===== src/rtl/wait_state_pkg.sv =====
`default_nettype none
// ============================================================================
// Module      : wait_state_pkg
// Description : Region map, config field layout and FSM encoding shared by
//               the wait-state controller and the chip-select decoder.
// Revision    : 1.0 - initial release
// ============================================================================
package wait_state_pkg;

    typedef enum logic [2:0] {
        RGN_RAM,
        RGN_ACIA,
        RGN_VIA,
        RGN_IO2,
        RGN_CFG,
        RGN_EXP,
        RGN_ROM
    } rgn_t;

    // Region base addresses expressed as ADDR[15:10]
    localparam logic [5:0] BASE_RAM  = 6'h00;
    localparam logic [5:0] BASE_ACIA = 6'h20;
    localparam logic [5:0] BASE_VIA  = 6'h21;
    localparam logic [5:0] BASE_IO2  = 6'h22;
    localparam logic [5:0] BASE_CFG  = 6'h23;
    localparam logic [5:0] BASE_EXP  = 6'h24;
    localparam logic [5:0] BASE_ROM  = 6'h38;

    localparam int CFG_IO2_LSB  = 0;
    localparam int CFG_EXP_LSB  = 2;
    localparam int CFG_ROM_LSB  = 4;
    localparam int CFG_ACIA_LSB = 6;

    localparam logic [1:0] CFGREG_WAITS = 2'd1;

    typedef logic [1:0] state_t;
    localparam state_t ST_IDLE = 2'd0;
    localparam state_t ST_WAIT = 2'd1;
    localparam state_t ST_HOLD = 2'd2;

    function automatic logic [1:0] region_waits(input rgn_t rgn, input logic [7:0] cfg);
        logic [1:0] n;
        n = 2'd0;
        case (rgn)
            RGN_ACIA: n = cfg[CFG_ACIA_LSB +: 2];
            RGN_IO2:  n = cfg[CFG_IO2_LSB +: 2];
            RGN_CFG:  n = CFGREG_WAITS;
            RGN_EXP:  n = cfg[CFG_EXP_LSB +: 2];
            RGN_ROM:  n = cfg[CFG_ROM_LSB +: 2];
            default:  n = 2'd0;
        endcase
        return n;
    endfunction

endpackage
`default_nettype wire


===== src/rtl/wait_region_decode.sv =====
`default_nettype none
// ============================================================================
// Module      : wait_region_decode
// Description : Combinational ADDR[15:10] to bus-region classifier.
// Revision    : 1.0 - initial release
// ============================================================================
module wait_region_decode
    import wait_state_pkg::*;
(
    input  logic [5:0] i_addr_hi,
    output rgn_t       o_region
);

    // The 0xA000-0xDFFF gap falls inside the EXP range by design
    always_comb begin
        o_region = RGN_RAM;
        if (i_addr_hi < BASE_ACIA) begin
            o_region = RGN_RAM;
        end else if (i_addr_hi >= BASE_ROM) begin
            o_region = RGN_ROM;
        end else if (i_addr_hi >= BASE_EXP) begin
            o_region = RGN_EXP;
        end else if (i_addr_hi == BASE_CFG) begin
            o_region = RGN_CFG;
        end else if (i_addr_hi == BASE_IO2) begin
            o_region = RGN_IO2;
        end else if (i_addr_hi == BASE_VIA) begin
            o_region = RGN_VIA;
        end else begin
            o_region = RGN_ACIA;
        end
    end

endmodule
`default_nettype wire


===== src/rtl/wait_state_ctrl.sv =====
`default_nettype none
// ============================================================================
// Module      : wait_state_ctrl
// Description : Per-region RDY wait-state generator with CPU-writable config.
// Revision    : 1.0 - initial release
// ============================================================================
module wait_state_ctrl
    import wait_state_pkg::*;
#(
    parameter logic [7:0] CFG_RESET = 8'h90
) (
    input  logic       PHI2,
    input  logic       RST,
    input  logic [5:0] ADDR,
    input  logic       RWB,
    input  logic [7:0] DATA,
    output logic       RDY,
    output logic [7:0] CFG
);

    rgn_t       region;
    logic [1:0] sample_waits;

    state_t     state_q, state_d;
    logic [1:0] cnt_q,   cnt_d;
    logic [7:0] cfg_q,   cfg_d;
    logic       rdy_q,   rdy_d;
    logic       cfg_wr_q, cfg_wr_d;

    wait_region_decode u_decode (
        .i_addr_hi (ADDR),
        .o_region  (region)
    );

    assign sample_waits = region_waits(region, cfg_q);

    // The edge leaving HOLD samples a new access exactly like IDLE does
    always_comb begin
        state_d  = state_q;
        cnt_d    = cnt_q;
        cfg_d    = cfg_q;
        rdy_d    = rdy_q;
        cfg_wr_d = cfg_wr_q;
        case (state_q)
            ST_WAIT: begin
                if (cnt_q <= 2'd1) begin
                    state_d  = ST_HOLD;
                    cnt_d    = 2'd0;
                    rdy_d    = 1'b1;
                    cfg_wr_d = 1'b0;
                    if (cfg_wr_q) begin
                        cfg_d = DATA;
                    end
                end else begin
                    cnt_d = cnt_q - 2'd1;
                end
            end
            default: begin
                if (sample_waits != 2'd0) begin
                    state_d  = ST_WAIT;
                    cnt_d    = sample_waits;
                    rdy_d    = 1'b0;
                    cfg_wr_d = (region == RGN_CFG) && !RWB;
                end else begin
                    state_d  = ST_IDLE;
                    cnt_d    = 2'd0;
                    rdy_d    = 1'b1;
                    cfg_wr_d = 1'b0;
                end
            end
        endcase
    end

    always_ff @(posedge PHI2 or posedge RST) begin
        if (RST) begin
            state_q  <= ST_IDLE;
            cnt_q    <= 2'd0;
            cfg_q    <= CFG_RESET;
            rdy_q    <= 1'b1;
            cfg_wr_q <= 1'b0;
        end else begin
            state_q  <= state_d;
            cnt_q    <= cnt_d;
            cfg_q    <= cfg_d;
            rdy_q    <= rdy_d;
            cfg_wr_q <= cfg_wr_d;
        end
    end

    // Release the CPU the instant reset asserts, even mid-wait
    assign RDY = rdy_q | RST;
    assign CFG = cfg_q;

endmodule
`default_nettype wire


===== config.mk =====
export PLATFORM = sky130hd
export DESIGN_NAME = wait_state_ctrl
export DESIGN_NICKNAME = d
export VERILOG_FILES = /design/src/rtl/wait_state_pkg.sv /design/src/rtl/wait_region_decode.sv /design/src/rtl/wait_state_ctrl.sv
export SDC_FILE = /design/constraint.sdc
export NUM_CORES = 1
export LEC_CHECK = 0
export CAP_MARGIN = 20
export CORE_MARGIN = 2
export CORE_UTILIZATION = 38
export CTS_CLUSTER_SIZE = 28
export DETAILED_ROUTE_END_ITERATION = 7
export HOLD_SLACK_MARGIN = 0.02
export PLACE_DENSITY = 0.78
export SKIP_CTS_REPAIR_TIMING = 1
export SYNTH_ARGS = -nofsm -noshare
export SYNTH_HDL_FRONTEND = slang
export SYNTH_SLANG_ARGS = --single-unit
export TNS_END_PERCENT = 20

===== constraint.sdc =====
create_clock -name PHI2 -period 1.4 [get_ports PHI2]
set_input_delay 0.42 -clock PHI2 [delete_from_list [all_inputs] [get_ports PHI2]]
set_output_delay 0.42 -clock PHI2 [all_outputs]
set_load 0.03 [all_outputs]

==> flow_summary.json <==
{
  "p_comb_share_pct": 27.5,
  "clock_power_share_pct": 24.1,
  "die_h_um": 46.8,
  "drv_slew": 0,
  "syn_area_per_cell_um2": 11.6,
  "p_int_uw": 688,
  "post-place-ws_ps": -738,
  "syn_to_final_growth_pct": 66.2,
  "synth_warnings": 0,
  "hold_violations": 0,
  "max_cap_viol_count": 0,
  "seq_area_frac_synth_pct": 50.9,
  "grt_pass1_vias": 613,
  "firstDrtPassIters": 4,
  "synth_cell_types": 26,
  "rr_startpoint": "state_q[1]",
  "min_period_ps": 1460,
  "drc": 0,
  "place_congestion": 0.740,
  "dp.cells": 120,
  "antenna_found_initial": 0,
  "worst_slack_ps": -61.4,
  "netSwitchingFraction_pct": 28.8,
  "busiest_layer": "met2",
  "synth_area_um2": 696,
  "n_antenna_cell": 0,
  "switching_power_uw": 278,
  "synth-edff-count": 0,
  "layout_commonest_cell": "buf_4",
  "critPathKind": "flip-flop to output port",
  "slowest_stage": "dfstp_2",
  "max_freq_ghz": 0.684,
  "startpoint_type": "flip-flop",
  "endpoint_kind": "output port",
  "final_nets": 117,
  "core_area_um2": 1730,
  "synth_fp_nets": 77,
  "cts_sinks": 14,
  "worst_pin_slew_ps": 326,
  "cts.path.max_buffers": 2,
  "synthArstFlopShare_pct": 100,
  "leakage_nw": 0.544,
  "wl_per_cell_um": 14.2,
  "setup.worst_path.start": "rdy_q",
  "clk_pin_slew_ps": 90,
  "power_density_nw_per_um2": 836,
  "crit_arrival_ps": 1040,
  "worstSetupEndpoint": "RDY",
  "dp_hpwl_um": 1200,
  "rrSetupSlack_ps": 50,
  "vias": 635,
  "cts_tree": "done",
  "synthFlopType": "dfrtp_1",
  "hold_class": "input pin to async pin",
  "io_pins": 26,
  "finalCritPeriodShare_pct": 104,
  "clock_latency_ps": 280,
  "fp.dieW_um": 46.8,
  "r2r_cells": 5,
  "pwr-share-seq_pct": 48.4,
  "place_area_um2": 1030,
  "ys_ff_latch": 14,
  "gr-total-overflow": 0,
  "grt_pass1_wl_um": 2520,
  "drt_iter0_drc": 9,
  "synthCells": 60,
  "clock-root-buffer": "clkbuf_4",
  "multi_input_area_um2": 379,
  "worstPathCellList": "or2_4, buf_6",
  "skew_ps": 13.4,
  "grt_use_met2_pct": 32.1,
  "port_buffers": 25,
  "fin_cells": 124,
  "dieArea_um2": 2190,
  "slew_headroom_pct": 78.1,
  "grt_max_degree": 15,
  "ant_nets": 0,
  "std_cell_rows": 15,
  "via_per_inst": 5.12,
  "final-seq-area_um2": 354,
  "start_util_pct": 40.3,
  "r2r-end": "CFG[0]",
  "vdd_ir_drop_max_uv": 623,
  "cp_max_fo": 2,
  "fillCellCount": 137,
  "routed_wl_um": 1760,
  "cpPeakStageDelay_ps": 540,
  "status": "finished, violations left",
  "met1_usage_pct": 17.0,
  "grt_use_total_pct": 16.8,
  "violations": "setup timing",
  "grtUsageMet3_pct": 4.62,
  "final_cell_mix": "buf_4, dfrtp_1, clkdlybuf4s50_1",
  "layout-drive-gt1-share_pct": 41.4,
  "rsz0062_at_grt": "true",
  "setup_viol": 1,
  "h-tree-depth": 1,
  "crit_required_ps": 980,
  "design_area_um2": 1160,
  "cts_inserted_buffers": 3
}
stage by stage:
stage	power, mW	util, %	TNS (ps)	hold slack, ps
2_1_floorplan	0.578	-	0	307
3_3_place_gp	0.700	59.8	-2760	459
3_5_place_dp	0.704	59.8	-3000	464
4_1_cts	0.943	61.3	-1760	457
5_1_grt	1.02	67.0	-127	174
6_report	0.966	67.0	-61.4	160
logic make-up (layout without fill, tap and decap cells):
kind of cell	after synthesis	after routing	share of synthesized area, %
AO/OA/AOI/OAI	18	18	19.4
multiplexers	9	9	14.6
AND/OR/NAND/NOR	13	13	11.3
buffers and inverters	6	45	3.78
flip-flops	14	14	50.9
sequential cells by signal, indices dropped and copies added, names as in the netlist:
name,flops
state_q,2
rdy_q,1
cfg_wr_q,1
cnt_q,2
CFG,8
worst max-delay path: cells and delay by family (launching register included):
| family | cells | cell delay, ps |
|---|---|---|
| flops | 1 | 540 |
| buf+inv | 1 | 120 |
| simple gates | 1 | 100 |
how the worst min path moves through the flow:
stage | to | slack (ps) | cells after the start
after global placement | cnt_q[0] | 460 | 1
after CTS | CFG[2] | 460 | 3
after floorplan | CFG[0] | 310 | 1
after detailed placement | cnt_q[0] | 460 | 1
after global routing | CFG[2] | 170 | 3
final | CFG[2] | 160 | 3
power by group through the flow:
stage	Combinational (mW)	Sequential, mW	Clock, mW
after floorplan	0.0759	0.502	0
after detailed placement	0.235	0.469	0
after global placement	0.231	0.469	0
final	0.266	0.467	0.233
after global routing	0.282	0.472	0.262
after CTS	0.237	0.462	0.244
metal layers:
metal | wire length [µm] | part of all wire [%]
met1 | 642 | 36
met2 | 1020 | 58
met3 | 81 | 4.6
met4 | 19 | 1.1
met5 | 0 | 0
synthesized netlist by cell type, types with 2 or more instances:
cell type   n  area [µm²]
nand3_1     2        10.0
dfrtp_1    11         275
a21oi_1     3        15.0
inv_1       5        18.8
o21ai_1     3        15.0
a311oi_1    2        17.5
mux2_1      8        90.1
dfstp_2     3        78.8
nor2_1      2        7.51
o31ai_1     3        22.5
o21ai_0     2        10.0
nand2b_1    2        12.5
layout make-up:
cell class | count | area share (%)
clock buffer | 4 | 2.27
inverter | 5 | 1.62
multi-input combinational | 40 | 32.8
sequential | 14 | 30.6
tap | 25 | 2.71
timing repair buffer | 36 | 30.0
Note: power is estimated with default switching activity, not from simulation.
